### config.mk
export PLATFORM = sky130hd
export DESIGN_NAME = shift_add_multiplier
export DESIGN_NICKNAME = d
export VERILOG_FILES = /design/src/rtl/shift_add_multiplier.sv
export SDC_FILE = /design/constraint.sdc
export NUM_CORES = 1
export LEC_CHECK = 0
export BUFFER_PORTS_ARGS = -buffer_cell sky130_fd_sc_hd__buf_2
export CAP_MARGIN = 25
export CELL_PAD_IN_SITES_DETAIL_PLACEMENT = 1
export CELL_PAD_IN_SITES_GLOBAL_PLACEMENT = 2
export CORE_MARGIN = 1
export CORE_UTILIZATION = 30
export CTS_BUF_LIST = sky130_fd_sc_hd__clkbuf_2
export CTS_CLUSTER_SIZE = 24
export DETAILED_ROUTE_END_ITERATION = 10
export GPL_TIMING_DRIVEN = 0
export PLACE_DENSITY_LB_ADDON = 0.1
export REMOVE_ABC_BUFFERS = 1
export SKIP_LAST_GASP = 1
export SYNTH_ARGS = -nofsm -noshare
export SYNTH_HDL_FRONTEND = slang
export SYNTH_SLANG_ARGS = --single-unit
### constraint.sdc
create_clock -name clk -period 5.97 [get_ports clk]
set_input_delay 0.2985 -clock clk [delete_from_list [all_inputs] [get_ports clk]]
set_output_delay 0.2985 -clock clk [all_outputs]
set_load 0.03 [all_outputs]
### src/rtl/shift_add_multiplier.sv
// Sequential 8x8 unsigned multiplier. A single 8-bit ripple-carry adder is
// reused over eight shift-add iterations to build a 16-bit product.
//
// Handshake: start is accepted on a rising clock edge only when ready=1.
// a and b are captured on that same edge. Once a request is accepted, start
// is ignored until ready returns. done pulses for one cycle when the product
// updates. product then holds until the next completion.

module adder_8bit (
    input  logic [7:0] a,
    input  logic [7:0] b,
    input  logic       cin,
    output logic [7:0] sum,
    output logic       carry
);

    logic c;

    // Ripple the carry through the bits, from the LSB to the MSB.
    always_comb begin
        c   = cin;
        sum = 8'h00;
        for (int i = 0; i < 8; i++) begin
            sum[i] = a[i] ^ b[i] ^ c;
            c      = (a[i] & b[i]) | (c & (a[i] ^ b[i]));
        end
        carry = c;
    end

endmodule

module shift_add_multiplier (
    input  logic        clk,
    input  logic        rst_n,
    input  logic        start,
    input  logic [7:0]  a,
    input  logic [7:0]  b,
    output logic        ready,
    output logic        busy,
    output logic        done,
    output logic [15:0] product
);

    typedef enum logic [1:0] {
        IDLE = 2'd0,
        BUSY = 2'd1,
        DONE = 2'd2
    } state_t;

    state_t      state, state_next;
    logic [7:0]  m_reg;    // multiplicand
    logic [7:0]  q_reg;    // multiplier, shifting out as low product bits shift in
    logic [7:0]  a_reg;    // accumulator / high product
    logic [3:0]  cnt;      // iteration index 0..7
    logic [7:0]  addend;
    logic [7:0]  sum;
    logic        carry;
    logic [7:0]  a_shift;
    logic [7:0]  q_shift;

    // Add the multiplicand only when the current multiplier LSB is set.
    assign addend = q_reg[0] ? m_reg : 8'h00;

    adder_8bit u_adder (
        .a     (a_reg),
        .b     (addend),
        .cin   (1'b0),
        .sum   (sum),
        .carry (carry)
    );

    // {carry, sum, Q} shifted right by one. The carry becomes the new A MSB,
    // so the ninth bit of each partial sum is never lost. The carry register
    // would always read back 0 after this shift, so it is not stored.
    assign a_shift = {carry, sum[7:1]};
    assign q_shift = {sum[0], q_reg[7:1]};

    // State register.
    always_ff @(posedge clk or negedge rst_n) begin
        if (!rst_n) begin
            state <= IDLE;
        end else begin
            state <= state_next;
        end
    end

    // Next-state logic. The iteration count is fixed at 8 and there is no early exit.
    always_comb begin
        state_next = state;
        case (state)
            IDLE:    if (start) state_next = BUSY;
            BUSY:    if (cnt == 4'd7) state_next = DONE;
            DONE:    state_next = IDLE;
            default: state_next = IDLE;
        endcase
    end

    // Status outputs are decoded from state only, so nothing depends on start, a or b.
    always_comb begin
        ready = (state == IDLE);
        busy  = (state == BUSY);
        done  = (state == DONE);
    end

    // Datapath: capture the operands, step once per BUSY cycle, and load product on the last step.
    always_ff @(posedge clk or negedge rst_n) begin
        if (!rst_n) begin
            m_reg   <= 8'h00;
            q_reg   <= 8'h00;
            a_reg   <= 8'h00;
            cnt     <= 4'd0;
            product <= 16'h0000;
        end else begin
            case (state)
                IDLE: begin
                    if (start) begin
                        m_reg <= a;
                        q_reg <= b;
                        a_reg <= 8'h00;
                        cnt   <= 4'd0;
                    end
                end
                BUSY: begin
                    a_reg <= a_shift;
                    q_reg <= q_shift;
                    cnt   <= cnt + 4'd1;
                    if (cnt == 4'd7) begin
                        product <= {a_shift, q_shift};
                    end
                end
                default: begin
                end
            endcase
        end
    end

endmodule

==> run_summary.xml <==
<?xml version="1.0" encoding="UTF-8"?>
<metrics>
  <group name="cts">
    <metric name="clk_root_buffer_cell" unit="">clkbuf_2</metric>
    <metric name="clock_latency_on_the_worst_skew_pair" unit="ps">400</metric>
    <metric name="number_of_h_tree_levels" unit="">2</metric>
    <metric name="clock_sinks" unit="">46</metric>
    <metric name="postCtsSetupRepairBufs" unit="">0</metric>
    <metric name="tritoncts.num_buffers" unit="">5</metric>
    <metric name="clock_path_buffers" unit="">2</metric>
    <metric name="path_clk_slew" unit="ps">220</metric>
    <metric name="cts_tree" unit="">built</metric>
  </group>
  <group name="route">
    <metric name="wl" unit="mm">4.51</metric>
    <metric name="via_count" unit="">1444</metric>
    <metric name="drt-wirelength-per-cell" unit="um">14.7</metric>
    <metric name="drt-vias-per-instance" unit="">4.70</metric>
    <metric name="drt_first_iter_violations" unit="">25</metric>
    <metric name="drcViolationCount" unit="">0</metric>
    <metric name="ant_nets" unit="">0</metric>
    <metric name="firstDrtPassIters" unit="">4</metric>
  </group>
  <group name="critical_path">
    <metric name="worstPathArrival" unit="ps">3880</metric>
    <metric name="critPathRequiredTime" unit="ps">6240</metric>
    <metric name="setup_crit_end_kind" unit="">register</metric>
    <metric name="cp_max_fo" unit="">9</metric>
    <metric name="worstPathCellList" unit="">and2_1 &gt; ha_1 &gt; inv_1 &gt; fa_1 &gt; fa_1 &gt; fa_1 &gt; fa_1 &gt; inv_1 &gt; fa_1 &gt; fa_1 &gt; inv_1 &gt; fa_1 &gt; o21ai_0</metric>
    <metric name="critical-path-slowest-cell" unit="">dfrtp_1</metric>
    <metric name="path_class" unit="">register to register</metric>
    <metric name="most_frequent_cell_on_the_critical_path" unit="">fa_1</metric>
    <metric name="setup.worst_path.start_class" unit="">register</metric>
    <metric name="cell_count_of_the_worst_reg_to_reg_path" unit="">13</metric>
    <metric name="cp_slowest_stage_delay" unit="ps">560</metric>
  </group>
  <group name="sta">
    <metric name="setup_viol" unit="">0</metric>
    <metric name="time_the_worst_path_needs_with_i_o_delays_and_setup" unit="ps">3610</metric>
    <metric name="finalMaxSlewViolations" unit="">0</metric>
    <metric name="setup_repair_after_global_routing_missed_its_margin" unit="">no</metric>
    <metric name="hold_viol_final" unit="">0</metric>
    <metric name="post-route-worst-setup-slack" unit="ps">2360</metric>
    <metric name="finalSetupTns" unit="ps">0</metric>
    <metric name="slew_of_the_pin_with_the_lowest_slew_margin" unit="ps">664</metric>
    <metric name="max_freq" unit="MHz">277</metric>
    <metric name="timing.max_slew.rel_slack" unit="">0.557</metric>
    <metric name="fin_crit_sh" unit="">0.605</metric>
    <metric name="skew" unit="ps">15.9</metric>
  </group>
  <group name="place">
    <metric name="dp.cells" unit="">299</metric>
    <metric name="place_hpwl" unit="mm">3.13</metric>
    <metric name="pre_cts_slack" unit="ps">2340</metric>
    <metric name="dpl_cell_area" unit="um^2">2350</metric>
    <metric name="numPortBuffers" unit="">37</metric>
    <metric name="place_congestion" unit="">0.740</metric>
  </group>
  <group name="power_and_ir_drop">
    <metric name="p_sw_frac" unit="">0.447</metric>
    <metric name="p_leak" unit="uW">0.00113</metric>
    <metric name="net-switching-power" unit="uW">607</metric>
    <metric name="clock_power_share" unit="">0.086</metric>
    <metric name="comb_power_share" unit="">0.499</metric>
    <metric name="intPower" unit="uW">751</metric>
    <metric name="power_density_normalized_to_cell_area" unit="nW/um^2">564</metric>
    <metric name="power.share.sequential" unit="">0.415</metric>
    <metric name="peakVddDrop" unit="mV">0.206</metric>
  </group>
  <group name="synthesis">
    <metric name="fraction_of_the_yosys_area_taken_by_sequential_cells" unit="">0.552</metric>
    <metric name="synth_area_per_cell" unit="um^2">11.0</metric>
    <metric name="yosys_register_bits" unit="">46</metric>
    <metric name="synth_ff_type" unit="">dfrtp_1</metric>
    <metric name="post_synth_main_area_contributors" unit="">dfrtp_1 55%, fa_1 6.7%, nand2_1 6.7%</metric>
    <metric name="number_of_enable_flip_flop_cells_after_synthesis" unit="">0</metric>
    <metric name="synth_cell_types" unit="">28</metric>
    <metric name="syn_inst" unit="">189</metric>
    <metric name="mappedNetlistArea" unit="um^2">2090</metric>
    <metric name="synth_common_cells" unit="">46 x dfrtp_1, 37 x nand2_1, 15 x inv_1</metric>
    <metric name="asyncSetResetFlopFracSynth" unit="">1.00</metric>
    <metric name="number_of_warnings_reported_in_the_yosys_synthesis_log" unit="">0</metric>
    <metric name="yosysTopAreaCell" unit="">dfrtp_1</metric>
    <metric name="most_common_cell_in_the_synthesized_netlist" unit="">dfrtp_1</metric>
    <metric name="synth_top_cell_area_share" unit="">0.552</metric>
  </group>
  <group name="layout">
    <metric name="finish.instance_area" unit="um^2">2410</metric>
    <metric name="area_delta_synth_final" unit="%">15.4</metric>
    <metric name="largest-register" unit="">product</metric>
    <metric name="final_nets" unit="">256</metric>
    <metric name="insertedDiodeCount" unit="">0</metric>
    <metric name="count_of_placed_standard_cells_in_the_final_layout_fillers_left_out" unit="">307</metric>
    <metric name="layout-drive-gt1-share" unit="">0.260</metric>
    <metric name="max_reg_flops" unit="">16</metric>
  </group>
  <group name="floorplan">
    <metric name="num_io_pins" unit="">38</metric>
    <metric name="initial_core_util" unit="">0.309</metric>
    <metric name="die_area" unit="um^2">7290</metric>
    <metric name="fp.dieW" unit="um">85.4</metric>
    <metric name="floorplan.core_area" unit="um^2">6760</metric>
    <metric name="std_cell_rows" unit="">30</metric>
    <metric name="die_y" unit="um">85.4</metric>
  </group>
  <group name="grt">
    <metric name="overflow" unit="">0</metric>
    <metric name="gr-usage-all-layers" unit="">0.139</metric>
    <metric name="grt_antenna_before_repair" unit="">0</metric>
    <metric name="grt_pass1_vias" unit="">1582</metric>
    <metric name="grt_first_pass_wirelength" unit="mm">7.63</metric>
    <metric name="pin_count_of_the_biggest_net_entering_global_routing" unit="">47</metric>
  </group>
  <group name="worst_hold_path">
    <metric name="hold_path_stages" unit="">3</metric>
    <metric name="hold_path.class" unit="">input pin to register</metric>
  </group>
  <group name="flow_run">
    <metric name="drv_cap" unit="">0</metric>
  </group>
  <group name="outcome">
    <metric name="outcome" unit="">finished, final reports clean</metric>
  </group>
</metrics>
==> cells in the final DEF, fill, tap and decap left out <==
master,synthesis,layout
dfrtp_1,46,46
nand2_1,37,37
buf_2,2,37
inv_1,15,15
nor2_1,9,9
nand3_1,9,9
o22ai_1,8,8
nor3_1,8,8
o21ai_0,8,8
mux2i_1,8,8
mux2_2,7,7
fa_1,7,7
clkbuf_2,0,5
and2_1,3,3
mux2_4,3,3
ha_1,2,2
buf_8,0,2
nand2b_1,1,1
nor2b_1,1,1
nor3b_2,1,1
or3b_2,1,1
o31ai_1,1,1
nor3_4,1,1
nor3b_1,1,1
a21o_1,1,1
nand4_1,1,1
clkinv_1,0,1
dlygate4sd3_1,0,1
buf_6,1,1
buf_12,1,1
==> critical path, delay by kind of cell, from the launching register on <==
family	cells	cell delay (ps)
flip-flops	1	560
AND/OR/NAND/NOR	1	180
buffers and inverters	3	170
AO/OA/AOI/OAI	1	90
adder cells (fa/ha/maj)	8	2500
==> final timing paths <==
| kind | from | end | slack (ps) |
|---|---|---|---|
| max in group asynchronous | rst_n | a_reg[5]$_DFFE_PN0P_ | 5070 |
| worst min-delay path | a[4] | m_reg[4]$_DFFE_PN0P_ | 70 |
| worst max-delay path | q_reg[0]$_DFFE_PN0P_ | a_reg[6]$_DFFE_PN0P_ | 2360 |
| worst max register to register | q_reg[0]$_DFFE_PN0P_ | a_reg[6]$_DFFE_PN0P_ | 2360 |
| worst min register to register | m_reg[6]$_DFFE_PN0P_ | m_reg[6]$_DFFE_PN0P_ | 500 |
| min in group asynchronous | rst_n | product[6]$_DFFE_PN0P_ | 370 |
==> per-layer routing <==
metal,vias to the layer above,global-route usage,share of wire
li1,697,-,-
met1,722,0.173,0.46
met5,-,0,0
met3,5,0.0370,0.032
met4,0,0.0409,0.013
met2,20,0.238,0.49
==> repair_timing <==
| item | in CTS | in global routing |
|---|---|---|
| hold endpoints to repair | 0 | 21 |
| hold buffers | 0 | 1 |
| gates resized for setup | 0 | 0 |
==> per-stage QoR <==
step	hold slack [ps]	utilization	total power (uW)
after floorplan	2.91	-	1040
after global placement	456	0.341	1220
after detailed placement	464	0.348	1260
after CTS	43.6	0.352	1390
after global routing	18.2	0.356	1490
final	68.2	0.356	1360
==> power by group through the flow <==
stage / Clock (uW) / Combinational, uW / Sequential (uW)
after floorplan: 0 / 384 / 658
after global placement: 0 / 653 / 567
after detailed placement: 0 / 688 / 577
after CTS: 127 / 692 / 568
after global routing: 142 / 761 / 589
final: 117 / 677 / 563
==> cell families (layout without fill, tap and decap cells) <==
| family | after synthesis | after routing | synth area share |
|---|---|---|---|
| AO/OA/AOI/OAI | 18 | 18 | 0.0504 |
| adder cells (fa/ha/maj) | 9 | 9 | 0.0792 |
| buffers and inverters | 25 | 63 | 0.0576 |
| flip-flops | 46 | 46 | 0.552 |
| multiplexers | 18 | 18 | 0.0978 |
| AND/OR/NAND/NOR | 73 | 73 | 0.163 |
==> area by class of cell <==
class | count | area (um^2)
Timing Repair Buffer | 42 | 256
Multi-Input combinational cell | 118 | 815
Sequential cell | 46 | 1150
Clock buffer | 5 | 25.0
Fill cell | 780 | 4350
Inverter | 15 | 56.3
Tap cell | 80 | 100
Clock inverter | 1 | 3.75
No activity file was read; power rests on OpenSTA's default activity.
